### src/rtl/snake_dir_input_pkg.sv
// Shared constants for the snake direction input stage: heading encodings,
// default timing parameters and small helpers.
package snake_dir_input_pkg;

    localparam logic [1:0] LEFT_DIR  = 2'd0;
    localparam logic [1:0] TOP_DIR   = 2'd1;
    localparam logic [1:0] RIGHT_DIR = 2'd2;
    localparam logic [1:0] DOWN_DIR  = 2'd3;

    // 10 ms debounce and 5 Hz update at a 25 MHz pixel clock.
    localparam int DEBOUNCE_CYCLES_DEF = 250000;
    localparam int UPDATE_DIV_DEF      = 2500000;

    // Opposite pairs differ only in the upper bit (LEFT/RIGHT, TOP/DOWN).
    function automatic logic [1:0] opposite_dir(input logic [1:0] d);
        return d ^ 2'b10;
    endfunction

    function automatic int cnt_width(input int n);
        return (n > 1) ? $clog2(n) : 1;
    endfunction

endpackage

### src/rtl/button_debouncer.sv
// One button: 2-flop synchronizer, stability counter, debounced level and
// a single-cycle pulse on each accepted 0->1 transition.
module button_debouncer
    import snake_dir_input_pkg::*;
#(
    parameter int DEBOUNCE_CYCLES = DEBOUNCE_CYCLES_DEF
) (
    input  logic i_clk,
    input  logic i_rst,
    input  logic i_btn,
    output logic o_press
);

    localparam int CW = cnt_width(DEBOUNCE_CYCLES);
    localparam logic [CW-1:0] CNT_LAST = CW'(DEBOUNCE_CYCLES - 1);

    logic [1:0]    r_sync;
    logic          r_stable;
    logic [CW-1:0] r_cnt;
    logic          r_press;

    always_ff @(posedge i_clk or posedge i_rst) begin
        if (i_rst) begin
            r_sync   <= 2'b00;
            r_stable <= 1'b0;
            r_cnt    <= '0;
            r_press  <= 1'b0;
        end else begin
            r_sync  <= {r_sync[0], i_btn};
            r_press <= 1'b0;
            if (r_sync[1] != r_stable) begin
                if (r_cnt == CNT_LAST) begin
                    r_stable <= r_sync[1];
                    r_cnt    <= '0;
                    // Only the rising flip is a press; releases stay silent.
                    r_press  <= r_sync[1];
                end else begin
                    r_cnt <= r_cnt + 1'b1;
                end
            end else begin
                r_cnt <= '0;
            end
        end
    end

    assign o_press = r_press;

endmodule

### src/rtl/snake_dir_input.sv
// Direction input stage for game_logic: debounced buttons feed a 2-deep turn
// queue that is drained one turn per update_clk period on its falling edge.
module snake_dir_input
    import snake_dir_input_pkg::*;
#(
    parameter int DEBOUNCE_CYCLES = DEBOUNCE_CYCLES_DEF,
    parameter int UPDATE_DIV      = UPDATE_DIV_DEF
) (
    input  logic       vga_clk,
    input  logic       reset,
    input  logic       btn_left,
    input  logic       btn_up,
    input  logic       btn_right,
    input  logic       btn_down,
    output logic       update_clk,
    output logic [1:0] direction,
    output logic [1:0] queue_count
);

    localparam int DW = cnt_width(UPDATE_DIV);
    localparam logic [DW-1:0] DIV_LAST = DW'(UPDATE_DIV - 1);

    logic [3:0]    w_btn_raw;
    logic [3:0]    w_press;
    logic          w_press_valid;
    logic [1:0]    w_press_dir;
    logic          w_wrap;
    logic          w_fall;
    logic          w_pop;
    logic          w_push;
    logic          w_room;
    logic [1:0]    w_ref;

    logic [DW-1:0] r_div_cnt;
    logic          r_update_clk;
    logic [1:0]    r_dir;
    logic [1:0]    r_count;
    logic [1:0]    r_q0;
    logic [1:0]    r_q1;

    assign w_btn_raw = {btn_down, btn_right, btn_up, btn_left};

    for (genvar g = 0; g < 4; g++) begin : g_btn
        button_debouncer #(
            .DEBOUNCE_CYCLES(DEBOUNCE_CYCLES)
        ) u_deb (
            .i_clk  (vga_clk),
            .i_rst  (reset),
            .i_btn  (w_btn_raw[g]),
            .o_press(w_press[g])
        );
    end

    always_comb begin
        w_press_valid = |w_press;
        w_press_dir   = DOWN_DIR;
        if (w_press[0])      w_press_dir = LEFT_DIR;
        else if (w_press[1]) w_press_dir = TOP_DIR;
        else if (w_press[2]) w_press_dir = RIGHT_DIR;
    end

    assign w_wrap = (r_div_cnt == DIV_LAST);
    assign w_fall = w_wrap & r_update_clk;
    assign w_pop  = w_fall & (r_count != 2'd0);

    // New turns are judged against the last heading the snake will take.
    always_comb begin
        w_ref = r_dir;
        if (r_count == 2'd1)      w_ref = r_q0;
        else if (r_count == 2'd2) w_ref = r_q1;
    end

    assign w_room = (r_count != 2'd2) | w_pop;
    assign w_push = w_press_valid & w_room & (w_press_dir != w_ref)
                  & (w_press_dir != opposite_dir(w_ref));

    always_ff @(posedge vga_clk or posedge reset) begin
        if (reset) begin
            r_div_cnt    <= '0;
            r_update_clk <= 1'b0;
        end else if (w_wrap) begin
            r_div_cnt    <= '0;
            r_update_clk <= ~r_update_clk;
        end else begin
            r_div_cnt <= r_div_cnt + 1'b1;
        end
    end

    always_ff @(posedge vga_clk or posedge reset) begin
        if (reset) begin
            r_dir   <= RIGHT_DIR;
            r_count <= 2'd0;
            r_q0    <= RIGHT_DIR;
            r_q1    <= RIGHT_DIR;
        end else begin
            if (w_pop) r_dir <= r_q0;
            case ({w_push, w_pop})
                2'b11: begin
                    if (r_count == 2'd2) begin
                        r_q0 <= r_q1;
                        r_q1 <= w_press_dir;
                    end else begin
                        r_q0 <= w_press_dir;
                    end
                end
                2'b10: begin
                    if (r_count == 2'd0) r_q0 <= w_press_dir;
                    else                 r_q1 <= w_press_dir;
                    r_count <= r_count + 2'd1;
                end
                2'b01: begin
                    r_q0    <= r_q1;
                    r_count <= r_count - 2'd1;
                end
                default: ;
            endcase
        end
    end

    assign update_clk  = r_update_clk;
    assign direction   = r_dir;
    assign queue_count = r_count;

endmodule

### config.mk
export PLATFORM = sky130hd
export DESIGN_NAME = snake_dir_input
export DESIGN_NICKNAME = d
export VERILOG_FILES = /design/src/rtl/snake_dir_input_pkg.sv /design/src/rtl/button_debouncer.sv /design/src/rtl/snake_dir_input.sv
export SDC_FILE = /design/constraint.sdc
export NUM_CORES = 1
export LEC_CHECK = 0
export BUFFER_PORTS_ARGS = -buffer_cell sky130_fd_sc_hd__buf_2
export CAP_MARGIN = 15
export CORE_ASPECT_RATIO = 0.9
export CORE_MARGIN = 4
export CORE_UTILIZATION = 44
export DETAILED_ROUTE_END_ITERATION = 10
export HOLD_SLACK_MARGIN = 0.1
export PLACE_DENSITY = 0.66
export SYNTH_ARGS = -nofsm -noshare
export SYNTH_HDL_FRONTEND = slang
export SYNTH_SLANG_ARGS = --single-unit
### constraint.sdc
create_clock -name vga_clk -period 5.5 [get_ports vga_clk]
set_input_delay 0.55 -clock vga_clk [delete_from_list [all_inputs] [get_ports vga_clk]]
set_output_delay 0.55 -clock vga_clk [all_outputs]
set_load 0.02 [all_outputs]
# [After elaboration in Yosys (flattened, before gate mapping)]
# Cells that the tools add are included.
[totals] regBits=119 out_inout_bits=5 word_cells=98
[classes] n_addsub=7 eq_ne=20 muxes=29 bitwise_logic=8 n_reduce_logical=12
[op_table] op="18-bit 2-to-1 mux" count=8
[op_table] op="18-bit by 1-bit adder with 18-bit output, second input constant" count=4
[op_table] op="18-bit equality test, second input constant" count=4
[op_table] op="22-bit by 1-bit adder with 22-bit output, second input constant" count=1
[op_table] op="22-bit equality test, second input constant" count=1
[op_table] op="22-bit 2-to-1 mux" count=1
[op_table] op="2-bit 2-to-1 mux" count=8
[op_table] op="2-bit AND reduction" count=5
[op_table] op="1-bit 2-to-1 mux" count=9
[op_table] op="2-bit != test, second input constant" count=4
[op_table] op="2-bit case mux with 2 select lines" count=2
[op_table] op="2-bit equality test, second input constant" count=3
[op_table] op="2-bit case mux with 3 select lines" count=1
[op_table] op="2-bit nonzero test" count=3
[op_table] op="1-bit AND" count=5
[op_table] op="2-bit by 1-bit equality test with 1-bit output, second input constant" count=2
[op_table] op="1-bit != test" count=4
[op_table] op="2-bit != test" count=2
[op_table] op="4-bit OR reduction" count=1
[op_table] op="3-bit AND reduction" count=1
[op_table] op="3-bit nonzero test" count=1
[op_table] op="2-bit by 1-bit adder with 2-bit output, second input constant" count=1
[op_table] op="2-bit zero test" count=1
[op_table] op="1-bit NOT" count=2
[op_table] op="2 further kinds" count=2

# [Longest topological paths before layout]
[logic_depth] ltp_word=10 ltp_mapped=13 mapped_depth_nobuf=13

# [Hierarchy]
# A second synthesis with hierarchy kept.
[hier_totals] hier_cells=598 area_unflattened_um2=6158.4
[modules_own_cells] module="button_debouncer at g_btn[0].u_deb ..." n_inst=3 cells_each=99 area_per_inst_um2=1047.3 seq_area_each_um2=550.5
[modules_own_cells] module="snake_dir_input" n_inst=1 cells_each=201 area_per_inst_um2=1950.6 seq_area_each_um2=779.5
[modules_own_cells] module="button_debouncer at g_btn[2].u_deb" n_inst=1 cells_each=100 area_per_inst_um2=1066.0 seq_area_each_um2=550.5

# [Worst setup path after synthesis]
# Ideal clock, no wire load.
[synth_timing] path_type="register to register" startpoint="register r_count[0] (netlist: queue_count[0])" endpoint="register r_q0[0]" setup_ps=125 t_arrival_ps=2728 required_time_ps=5375 slack_ps=2647 path_stages_with_launch=12 n_path_buf=0 synth_period_minus_slack_ps=2853 path_cell_list="dfrtp_1 -> inv_1 -> ha_1 -> mux2i_1 -> o21ai_0 -> nand2b_1 -> o31a_1 -> a21o_1 -> ha_1 -> mux2_2 -> a22o_1 -> mux2_2"
[synth_between] elab_chain_cells=9 word_cells_on_any_way=23 classes_between="eq/ne (9); mux (4); bitwise (6); reduce/logical (4)"
[synth_rtl] element="start: declaration" line_no="snake_dir_input.sv:37" text="logic [1:0] r_count;"
[synth_rtl] element="start signal: assignment" line_no="snake_dir_input.sv:109" text="r_count <= r_count + 2'd1;"
[synth_rtl] element="start signal: assignment" line_no="snake_dir_input.sv:113" text="r_count <= r_count - 2'd1;"
[synth_rtl] element="2-bit equality test / 2-bit nonzero test (equally long branches)" line_no="snake_dir_input.sv:70, snake_dir_input.sv:99, snake_dir_input.sv:64"
[synth_rtl] element="2-bit 2-to-1 mux / 1-bit AND (equally long branches)" line_no="snake_dir_input.sv:70, snake_dir_input.sv:64"
[synth_rtl] element="2-bit 2-to-1 mux / 1-bit bitwise OR (equally long branches)" line_no="snake_dir_input.sv:69, snake_dir_input.sv:73"
[synth_rtl] element="2-bit != test (tied with other cells)" line_no="snake_dir_input.sv:74" text="assign w_push = w_press_valid & w_room & (w_press_dir != w_ref)"
[synth_rtl] element="1-bit AND / 2-bit != test (equally long branches)" line_no="snake_dir_input.sv:74, snake_dir_input.sv:75"
[synth_rtl] element="1-bit AND" line_no="snake_dir_input.sv:75" text="& (w_press_dir != opposite_dir(w_ref));"
[synth_rtl] element="2-bit equality test / 2-bit by 1-bit equality test with 1-bit output (equally long branches)" line_no="snake_dir_input.sv:97" text="case ({w_push, w_pop})"
[synth_rtl] element="2-bit != test (no source line) / 3-bit nonzero test (equally long branches)"
[synth_rtl] element="2-bit AND reduction (no source line)"
[synth_rtl] element="end signal: assignment" line_no="snake_dir_input.sv:100" text="r_q0 <= r_q1;"
[synth_rtl] element="end signal: assignment" line_no="snake_dir_input.sv:103" text="r_q0 <= w_press_dir;"
[synth_rtl] element="end signal: assignment" line_no="snake_dir_input.sv:107" text="if (r_count == 2'd0) r_q0 <= w_press_dir;"
[synth_rtl] element="end: declaration" line_no="snake_dir_input.sv:38" text="logic [1:0] r_q0;"
# Several ways; a longest one is shown, not always the timed one.
# A chain may end at the register's enable or synchronous reset.

# [Worst setup path after layout]
# Ends and elaborated chain as after synthesis.

==> PnR_summary.wiki <==
{| class="wikitable"
! Metric !! Value
|-
| Leading cell types in the layout, fill and taps excluded || 116 x sky130_fd_sc_hd__dfrtp_1, 100 x sky130_fd_sc_hd__nor2_1, 51 x sky130_fd_sc_hd__xor2_1, 37 x sky130_fd_sc_hd__xnor2_1
|-
| Cell class contributing the biggest share of worst-path delay || compound AO/OA/AOI/OAI gates
|-
| Worst path slowest cell || sky130_fd_sc_hd__dfrtp_1
|-
| Post-synthesis async set-or-reset flop share || 1.00
|-
| Status || complete, no violations
|-
| Global-route usage over all layers || 0.148
|-
| Sinks on Clock Net || 119
|-
| Peak per-stage delay on the critical path || 0.42 ns
|-
| Proportion of layout cells with a drive suffix above 1 || 0.111
|-
| First drt pass iteration count || 5
|-
| TNS Setup || 0 ns
|-
| Peak VDD IR || 0.178 mV
|-
| Row Count || 38
|-
| Count of unresolved DRC violations after routing || 0
|-
| Post-layout min period || 3.00 ns
|-
| Hold buffer count at CTS || 0
|-
| Via count of the first global-routing pass || 3,839
|-
| Skew-Pair Late Insertion Delay || 0.41 ns
|-
| Worst-Margin Slew || 0.765 ns
|-
| Max_cap viols || 0
|-
| Total overflow reported by the global router || 0
|-
| Syn Area/Cell || 10.4 µm²
|-
| Post-synthesis sequential element count || 119
|-
| Global placer's final weighted congestion || 0.836
|-
| Most used flip-flop cell after synthesis || sky130_fd_sc_hd__dfrtp_1
|-
| Global-route wire length before repair || 17.5 mm
|-
| Largest net degree at the start of global routing || 64
|-
| Category of the worst setup path capture point || flip-flop
|-
| Vias per cell || 5.18
|-
| Routed via count || 3,809
|-
| Number of ports placed on the die boundary || 11
|-
| Y dimension of the die || 115 µm
|-
| Ratio of final minimum period to clock period || 0.545
|-
| CP Launch Point || queue_count[0]$_DFFE_PP0N_
|-
| Starting utilization of the core area || 0.456
|-
| Ys Warns || 0
|-
| Synthesized cell area || 0.00557 mm²
|-
| Cell count after synthesis || 537
|-
| Worst Hold End || g_btn[2].u_deb.r_sync[0]$_DFF_PP0_
|-
| Crit path buf inv count || 1
|-
| Clock edge transition at the registers on the reported setup and hold paths || 0.05 ns
|-
| Post-CTS resize count || 0
|-
| Count of endpoints failing hold in the final timing report || 0
|-
| Standard cell core area || 0.0122 mm²
|-
| Detailed Route WL || 9.72 mm
|-
| Half-perimeter wire length after placement || 6.60 mm
|-
| Pleak || 2.86 nW
|-
| Antenna violations before repair || 0
|-
| CTS Buffer Depth || 2
|-
| Number of H-tree levels || 4
|-
| Tightest Hold Check Type || input port to flip-flop
|-
| Full die area || 0.0145 mm²
|-
| P&R area growth vs syn || 15.0%
|-
| Synth unique cells || 44
|-
| Terminus of the critical flop-to-flop path || r_q0[0]$_DFFE_PP0P_
|-
| Worst hold-check slack || 0.240 ns
|-
| R2r setup slk || 2.50 ns
|-
| Buffers added on ports || 10
|-
| EDFF count, synth || 0
|-
| Clock buffer count from CTS || 17
|-
| Sequential cell area fraction in the yosys report || 0.535
|-
| Required time of the worst setup path || 5.79 ns
|-
| CP Cell Sequence || inv_1, ha_1, mux2i_1, o21ai_0, o31a_1, a21o_1, ha_1, mux2_2, a22o_1, mux2_2
|-
| Fill cells || 1,096
|-
| Clock tree root driver cell || sky130_fd_sc_hd__clkbuf_16
|-
| Final setup vio count || 0
|-
| Setup bufs post-CTS || 0
|-
| Most common cell after layout, fill and taps aside || sky130_fd_sc_hd__dfrtp_1
|-
| Post-Synthesis Net Count || 554
|-
| Max Freq || 334 MHz
|-
| Remaining number of nets flagged by the antenna check after routing || 0
|-
| Reg2Reg Launch Point || queue_count[0]$_DFFE_PP0N_
|-
| Worst Setup Start Kind || flip-flop
|-
| Power density over the cells || 320 mW/mm²
|-
| Number of violations reported at the end of detailed-routing iteration 0 || 182
|-
| CTS tree || built
|-
| Number of nets in the final layout || 579
|-
| Setup repair after global routing missed its margin || no
|-
| Final worst clock skew || 0.00654 ns
|-
| Max-slew violation count || 0
|-
| Source of the worst hold timing path || btn_right
|-
| Slew Limit Headroom || 0.490
|-
| Final total power || 2.05 mW
|-
| Per-cell routed wire length || 13.2 µm
|-
| Arrival time at the worst endpoint || 3.29 ns
|-
| Die Width || 127 µm
|-
| N_diodes || 0
|-
| Classification of the worst setup path || flip-flop to flip-flop
|-
| Depth of the worst register-to-register path || 10
|-
| Count of cells along the worst hold path || 1
|-
| Largest fanout of any net on the critical path || 7
|}
-- Yosys cell counts (all sizes together), types with 3 or more instances --
cell / count / share of area
and3: 21 / 0.024
nor3: 9 / 0.0081
nand3b: 4 / 0.0054
o21ai: 6 / 0.0054
nor2b: 3 / 0.0034
nand4: 22 / 0.025
dfstp: 3 / 0.014
nor4b: 5 / 0.0090
nor3b: 5 / 0.0067
nor2: 100 / 0.067
and4: 5 / 0.0081
buf: 4 / 0.0056
dfrtp: 116 / 0.52
xnor2: 37 / 0.058
inv: 16 / 0.011
mux2: 8 / 0.017
nand2: 37 / 0.026
nand2b: 3 / 0.0034
nand3: 37 / 0.034
xor2: 51 / 0.080
ha: 11 / 0.025
nor4: 8 / 0.010
a21oi: 7 / 0.0063
-- cell families (layout without fill, tap and decap cells) --
logic type / count (synthesis) / after routing / synth area share
and+or+nand+nor: 266 / 266 / 0.241
AOI/OAI and AO/OA: 21 / 21 / 0.0227
adders and majority gates: 11 / 11 / 0.0247
DFF: 119 / 119 / 0.535
buffers and inverters: 22 / 60 / 0.0177
muxes: 10 / 10 / 0.0204
xor gates and xnor gates: 88 / 88 / 0.138
-- how the worst max path moves through the flow --
stage          cells past startpoint                        to  slack [ns]
6_report                          10       r_q0[0]$_DFFE_PP0P_        2.50
3_5_place_dp                      10       r_q0[0]$_DFFE_PP0P_        2.50
4_1_cts                           10       r_q0[0]$_DFFE_PP0P_        2.48
2_1_floorplan                      1  direction[0]$_DFFE_PP0P_        1.80
3_3_place_gp                      10       r_q0[0]$_DFFE_PP0P_        2.63
5_1_grt                           10       r_q0[0]$_DFFE_PP0P_        2.30
-- power breakdown --
part           switching, mW  internal [mW]
sequential           0.00898          0.887
clock                  0.386          0.731
combinational         0.0311         0.0104
-- layout make-up --
class / count / area [µm²] / share of cell area
inverter: 16 / 62.6 / 0.00976
tap: 160 / 200 / 0.0312
multi-input combinational: 396 / 2490 / 0.389
clock buffer: 19 / 453 / 0.0707
timing repair buffer: 12 / 65.1 / 0.0102
clock inverter: 13 / 154 / 0.0240
sequential: 119 / 2980 / 0.465
-- layer usage --
metal / share of wire / GRT usage
met1: 0.50 / 0.201
met4: 0.017 / 0.0579
met2: 0.44 / 0.220
met3: 0.037 / 0.0478
met5: 0 / 0
-- stage by stage --
stage | util | cell area (µm²) | setup slack (ns) | std cells
after CTS | 0.525 | 6410 | 2.48 | 735
after floorplan | - | 5570 | 1.80 | 537
final | 0.525 | 6410 | 2.50 | 735
after global placement | 0.475 | 5800 | 2.63 | 703
after detailed placement | 0.475 | 5800 | 2.50 | 703
after global routing | 0.525 | 6410 | 2.30 | 735
-- state kept, by name, summed over array words and instances (netlist names), 4 cells and up --
name / cells
g_btn.u_deb.o_press: 4
g_btn.u_deb.r_cnt: 72
g_btn.u_deb.r_stable: 4
g_btn.u_deb.r_sync: 8
r_div_cnt: 22
No activity file was read; power rests on OpenSTA's default activity.
